===== config.mk =====
export PLATFORM = sky130hd
export DESIGN_NAME = bit_serial_fa_ctrl
export DESIGN_NICKNAME = d
export VERILOG_FILES = /design/src/rtl/bit_serial_fa_ctrl.sv
export SDC_FILE = /design/constraint.sdc
export NUM_CORES = 1
export LEC_CHECK = 0
export BUFFER_PORTS_ARGS = -buffer_cell sky130_fd_sc_hd__buf_2
export CORE_ASPECT_RATIO = 0.6
export CORE_MARGIN = 2
export CORE_UTILIZATION = 54
export DETAILED_ROUTE_END_ITERATION = 6
export PLACE_DENSITY = 0.79
export SLEW_MARGIN = 30
export SYNTH_ARGS = -nofsm -noshare
export SYNTH_HDL_FRONTEND = slang
export SYNTH_SLANG_ARGS = --single-unit

===== constraint.sdc =====
create_clock -name CLK -period 1.7 [get_ports CLK]
set_input_delay 0.255 -clock CLK [delete_from_list [all_inputs] [get_ports CLK]]
set_output_delay 0.255 -clock CLK [all_outputs]
set_load 0.005 [all_outputs]

===== src/rtl/bit_serial_fa_ctrl.sv =====
// bit_serial_fa_ctrl: time-shares one external full-adder cell to do a
// WIDTH-bit add/subtract LSB first, one bit per clock. Subtraction is done as
// A + ~B + 1, with the +1 entering as the initial carry.
module bit_serial_fa_ctrl #(
  parameter int WIDTH = 8
) (
  input  logic             CLK,
  input  logic             RST_N,
  input  logic             START,
  input  logic             OP,
  input  logic [WIDTH-1:0] A,
  input  logic [WIDTH-1:0] B,
  output logic             FA_A,
  output logic             FA_B,
  output logic             FA_X,
  input  logic             FA_S,
  input  logic             FA_CO,
  output logic             BUSY,
  output logic             DONE,
  output logic [WIDTH-1:0] S,
  output logic             CO,
  output logic             OVF
);

  localparam int CNT_W = (WIDTH > 1) ? $clog2(WIDTH) : 1;
  localparam logic [CNT_W-1:0] CNT_LAST = CNT_W'(WIDTH - 1);

  localparam logic [1:0] ST_IDLE = 2'd0;
  localparam logic [1:0] ST_RUN  = 2'd1;
  localparam logic [1:0] ST_FIN  = 2'd2;

  logic [1:0]       state_q, state_d;
  logic [WIDTH-1:0] a_sh_q, a_sh_d;
  logic [WIDTH-1:0] b_sh_q, b_sh_d;
  logic [WIDTH-1:0] r_sh_q, r_sh_d;
  logic             carry_q, carry_d;
  logic [CNT_W-1:0] cnt_q, cnt_d;
  logic [WIDTH-1:0] s_q, s_d;
  logic             co_q, co_d;
  logic             cin_msb_q, cin_msb_d;
  logic             run;

  // Next-state and datapath update for the IDLE -> RUN -> FIN sequence.
  // The running carry changes every bit, so the visible result (S/CO and the
  // MSB carry-in) lives in separate registers written only on the last bit;
  // that keeps the previous result stable while a new operation is in flight.
  always_comb begin
    state_d   = state_q;
    a_sh_d    = a_sh_q;
    b_sh_d    = b_sh_q;
    r_sh_d    = r_sh_q;
    carry_d   = carry_q;
    cnt_d     = cnt_q;
    s_d       = s_q;
    co_d      = co_q;
    cin_msb_d = cin_msb_q;
    case (state_q)
      ST_IDLE: begin
        if (START) begin
          a_sh_d  = A;
          b_sh_d  = OP ? ~B : B;
          carry_d = OP;
          cnt_d   = '0;
          state_d = ST_RUN;
        end
      end
      ST_RUN: begin
        r_sh_d  = {FA_S, r_sh_q[WIDTH-1:1]};
        carry_d = FA_CO;
        a_sh_d  = {1'b0, a_sh_q[WIDTH-1:1]};
        b_sh_d  = {1'b0, b_sh_q[WIDTH-1:1]};
        if (cnt_q == CNT_LAST) begin
          s_d       = {FA_S, r_sh_q[WIDTH-1:1]};
          co_d      = FA_CO;
          cin_msb_d = carry_q;
          state_d   = ST_FIN;
        end else begin
          cnt_d = cnt_q + 1'b1;
        end
      end
      ST_FIN: begin
        state_d = ST_IDLE;
      end
      default: begin
        state_d = ST_IDLE;
      end
    endcase
  end

  // State and datapath registers; async active-low reset discards any operation.
  always_ff @(posedge CLK or negedge RST_N) begin
    if (!RST_N) begin
      state_q   <= ST_IDLE;
      a_sh_q    <= '0;
      b_sh_q    <= '0;
      r_sh_q    <= '0;
      carry_q   <= 1'b0;
      cnt_q     <= '0;
      s_q       <= '0;
      co_q      <= 1'b0;
      cin_msb_q <= 1'b0;
    end else begin
      state_q   <= state_d;
      a_sh_q    <= a_sh_d;
      b_sh_q    <= b_sh_d;
      r_sh_q    <= r_sh_d;
      carry_q   <= carry_d;
      cnt_q     <= cnt_d;
      s_q       <= s_d;
      co_q      <= co_d;
      cin_msb_q <= cin_msb_d;
    end
  end

  // Adder-cell drive comes only from registers, and is forced low outside RUN.
  always_comb begin
    run  = (state_q == ST_RUN);
    FA_A = run & a_sh_q[0];
    FA_B = run & b_sh_q[0];
    FA_X = run & carry_q;
    BUSY = run;
    DONE = (state_q == ST_FIN);
    S    = s_q;
    CO   = co_q;
    OVF  = co_q ^ cin_msb_q;
  end

endmodule


=== Word-level counts from Yosys, hierarchy flattened ===
Index checks and enable logic that the tools add are counted.

* Flip-flop bits (word level): 40
* Bits of input ports: 22
* Logic and storage cells: 40

* Add/subtract/negate cells: 1
* Equal/unequal tests: 6
* Multiplexer cells: 13
* Bitwise gates (word level): 5
* Reduce and logical (&&, ||, !) cells: 6

{| class="wikitable"
|+ Operator list
! cell !! number
|-
| 8-bit case mux with 2 select lines || 2
|-
| 8-bit 2-to-1 mux || 3
|-
| 8-bit NOT || 1
|-
| 3-bit 2-to-1 mux || 2
|-
| 3-bit case mux with 2 select lines || 1
|-
| 2-bit AND reduction || 3
|-
| 2-bit 2-to-1 mux || 2
|-
| 2-bit != test (second input constant) || 2
|-
| 2-bit case mux with 2 select lines || 1
|-
| 3-bit by 1-bit adder with 3-bit output (second input constant) || 1
|-
| 1-bit AND || 3
|-
| 3-bit equality test (second input constant) || 1
|-
| 3-bit AND reduction || 1
|-
| 2-bit by 1-bit equality test with 1-bit output (second input constant) || 1
|-
| 2-bit equality test (second input constant) || 1
|-
| 2-bit logical NOT || 1
|-
| 2-bit by 1-bit != test with 1-bit output (second input constant) || 1
|-
| 1-bit case mux with 2 select lines || 1
|-
| 2-bit nonzero test || 1
|-
| 1-bit 2-to-1 mux || 1
|-
| 1-bit XOR || 1
|}

=== Depth between registers and ports, before layout ===
* Word-level depth: 4
* Mapped depth: 6
* Depth with buffers taken out: 5

=== Worst setup path before layout ===
Ideal clock, no wire load.

* Kind: register -> register
* Start: register cnt_q[0]
* End: register co_q (netlist: CO)
* Arrival: 1.344 ns
* Required time: 1.575 ns
* Setup slack: 0.230 ns
* Cell stages (with the launch flop): 6
* Path buffers: 1
* Cells stage by stage: dfrtp_1 > ha_1 > ha_1 > nand2_4 > buf_6 > mux2_4

* Longest elaborated chain between the ends: 2

{| class="wikitable"
|+ Ends and longest elaborated chain
! element !! RTL line !! text
|-
| start: declaration || 37 || <nowiki>logic [CNT_W-1:0] cnt_q, cnt_d;</nowiki>
|-
| start signal: assignment || 108 || <nowiki>cnt_q <= cnt_d;</nowiki>
|-
| 3-bit equality test || 72 || <nowiki>if (cnt_q == CNT_LAST) begin</nowiki>
|-
| 2-bit AND reduction (no source line) || - ||
|-
| end signal: assignment || 110 || <nowiki>co_q <= co_d;</nowiki>
|-
| end: declaration || 39 || <nowiki>logic co_q, co_d;</nowiki>
|}

No other way between the ends.
A chain may end at the register's enable or synchronous reset.

=== Worst setup path after layout ===
* Start: register state_q[1]
* End: output port FA_B

* Longest elaborated chain between the ends: 2

{| class="wikitable"
|+ Ends and longest elaborated chain
! element !! RTL line !! text
|-
| start: declaration || 32 || <nowiki>logic [1:0] state_q, state_d;</nowiki>
|-
| start signal: assignment || 103 || <nowiki>state_q <= state_d;</nowiki>
|-
| 2-bit by 1-bit equality test with 1-bit output || 117 || <nowiki>run = (state_q == ST_RUN);</nowiki>
|-
| 1-bit AND || 119 || <nowiki>FA_B = run & b_sh_q[0];</nowiki>
|-
| end: declaration || 14 || <nowiki>output logic FA_B,</nowiki>
|}

No other way between the ends.

==> key figures <==
Setup path
  – Worst EP arrival: 1.34 ns
  – Worst setup path category: reg -> out
  – CP cell instances: nor2b_4, buf_12, and2_1, buf_2
  – Critical Path Source Type: flip-flop
  – Buffers & Inverters on Critical Path: 2
  – RR Startpoint: cnt_q[0]
  – Worst Reg-to-Reg Cells: 4
  – Largest stage delay on the critical path: 0.46 ns
  – Reg-to-reg slack, setup: 0.14 ns
  – CP endpoint kind: primary output
  – RR Endpoint: S[0]
  – WP data required: 1.44 ns
  – Crit-path max FO: 27
  – Crit path max-delay family: flip-flops
  – Crit-path slowest cell: dfrtp_2

Run status
  – Status: finished, final reports clean

Detailed routing
  – DR vias: 1171
  – # DRC: 0
  – DRT antenna net count: 0
  – Initial drt markers: 62
  – Routed len/inst: 14.7 µm
  – Highest metal used: met4
  – Met2 routed WL: 1.56 mm
  – DR pass1 iterations: 4
  – DRT Wirelength: 3.38 mm
  – Routed length on met1: 1.70 mm
  – Met3 routed WL: 110 µm
  – Vias per inst: 5.09

Final layout
  – Ratio of cells with drive above 1 in the final layout: 37.8%
  – Util after Layout: 66.0%
  – Fill count: 255
  – Multi-input logic area: 776 µm²
  – Antenna diodes: 0
  – Area Growth Syn to Fin: 17.2%
  – Most frequent cells in the layout: 37 x dfrtp_1, 36 x buf_2, 17 x nand2_1, 17 x o21ai_0, 15 x mux2i_1
  – Final net count: 208
  – Post-route cell area: 0.00214 mm²
  – Most common cell after layout, fill and taps aside: dfrtp_1
  – Register Area: 978 µm²

Clock network
  – Sink Count: 39
  – H-Tree Level Count: 2
  – Hold buffers post-CTS: 0
  – Clk slew on worst S/H paths: 0.08 ns
  – CTS tree: yes
  – CTS Buf Count: 5
  – CTS root buffer: clkbuf_8
  – Clock buffer depth: 2
  – Skew-Pair Late Insertion Delay: 0.28 ns

Die
  – Ports: 37
  – FP Rows: 16
  – Core Area: 0.00324 mm²
  – Die Ht: 49.1 µm
  – Initial Utilization: 56.3%
  – Die W: 79.1 µm
  – Die ar.: 0.00388 mm²

Logic synthesis
  – Post-Syn Area: 0.00183 mm²
  – Syn avg cell area: 12.5 µm²
  – Post-synth cell types: 22
  – Seq cells post-synth: 39
  – Synthesized netlist cell count: 146
  – Yosys warns: 0
  – Sequential share of the synthesized area: 53.4%
  – Syn_nets: 170

Power
  – Worst VDD drop: 0.851 mV
  – Pwr Density: 1780 mW/mm²
  – Power share of the clock group: 17.8%
  – Sequential Power Share: 43.0%
  – Switch share: 32.2%
  – Comb power frac: 39.1%
  – Leak Pwr: 1.11 nW
  – Internal power: 2.58 mW
  – Switching power: 1.23 mW

Min path
  – Hold Path Class: in -> async

STA
  – Clock Skews: 0.00618 ns
  – Slew HR: 68.1%
  – Final Max Slew Viols: 0
  – Period Utilization, post-route: 93.9%
  – Fin. Hold Viols: 0
  – Fmax: 0.626 GHz
  – Worst-margin pin slew: 0.479 ns
  – Min Tclk post-route: 1.60 ns
  – Unrepaired setup endpoints after global routing: false
  – Fin worst setup slack: 0.104 ns
  – Setup Viol. Count Final: 0
  – Setup TNS: 0 ns

Placed design
  – Port bufs: 36
  – DP Area: 0.00203 mm²
  – DP Wirelength: 2.35 mm
  – Dpl ws: 0.148 ns
  – Routability cong.: 0.775

Global route
  – Vias in the first global route: 1182
  – Remaining Overflow, GRT: 0
  – Initial antenna violation count: 0
  – First-pass GRT wire length: 5.72 mm
  – Gr usage total: 19.4%
  – Largest net degree at the start of global routing: 40

Flow run
  – Max-Cap Viols: 0
## flip-flops by register name (all words and copies together), names as in the netlist
register   count
b_sh_q         8
S              8
state_q        2
carry_q        1
r_sh_q         7
CO             1
cnt_q          3
cin_msb_q      1
a_sh_q         8
## worst max path at each step
stage | from | to | slack, ns | cells past startpoint
finish | state_q[1] | FA_B | 0.10 | 4
global route | state_q[1] | FA_A | 0.01 | 4
CTS | state_q[0] | FA_X | 0.06 | 4
detailed placement | cnt_q[0] | S[0] | 0.15 | 4
global placement | cnt_q[0] | S[0] | 0.20 | 4
floorplan | cnt_q[0] | CO | 0.23 | 5
## cells by family after synthesis
logic type               Yosys count  synth area share, %
buffers and inverters             11                 4.31
XOR/XNOR                           9                 4.32
adder cells (fa/ha/maj)            2                 1.37
multiplexers                      33                 21.2
flip-flops                        39                 53.4
AND/OR/NAND/NOR                   26                 6.99
AO/OA/AOI/OAI                     26                 8.42
## routing by layer
metal  up-vias  track usage (%)
li1        576                -
met1       574             26.3
met2        19             30.5
met3         2             6.30
met4         0             5.17
met5         -                0
## stage by stage
stage | std cells | hold WS [ns] | power [mW]
6_report | 230 | 0.00600 | 3.81
3_3_place_gp | 221 | 0.322 | 3.03
5_1_grt | 230 | 0.0447 | 4.08
3_5_place_dp | 221 | 0.335 | 3.14
2_1_floorplan | 146 | -0.0406 | 2.71
4_1_cts | 229 | 0.0295 | 3.82
## area by class of cell
type | count | share of cell area, %
Inverter | 2 | 0.351
Tap cell | 45 | 2.63
Multi-Input combinational cell | 96 | 36.2
Timing Repair Buffer | 40 | 10.4
Sequential cell | 39 | 45.7
Clock buffer | 8 | 4.68
## Yosys cell counts
master,n,area share [%]
mux2i_1,15,8.2
dfrtp_1,39,53
a22o_1,5,2.4
nor2b_1,2,0.68
nor2b_4,1,0.75
buf_4,1,0.41
o21bai_1,1,0.41
xor2_1,9,4.3
a31oi_1,2,0.68
ha_1,2,1.4
and2_1,3,1.0
buf_6,4,2.5
nor2_1,2,0.41
a21oi_1,1,0.27
buf_2,3,0.82
inv_1,2,0.41
mux2_4,9,7.4
nand2_1,17,3.5
nand2_4,1,0.62
mux2_2,9,5.5
o21ai_0,17,4.7
clkbuf_1,1,0.21
## power by group through the flow
stage                     logic [mW]  clock network (mW)  registers, mW
final                           1.49               0.680           1.64
after floorplan                 1.14                   0           1.57
after CTS                       1.49               0.685           1.65
after detailed placement        1.48                   0           1.66
after global routing            1.65               0.735           1.70
after global placement          1.40                   0           1.63
## worst reg2reg max path: stages, from the launching register on
cell	delay (ns)
dfrtp_1	0.41
ha_1	0.21
ha_1	0.27
nand2_4	0.21
mux2_2	0.36
## timing repair
item / in CTS / in global routing
buffers inserted: 0 / 1
endpoints found under the setup margin: 3 / 3
resized for setup: 1 / 1
No activity file was read; power rests on OpenSTA's default activity.
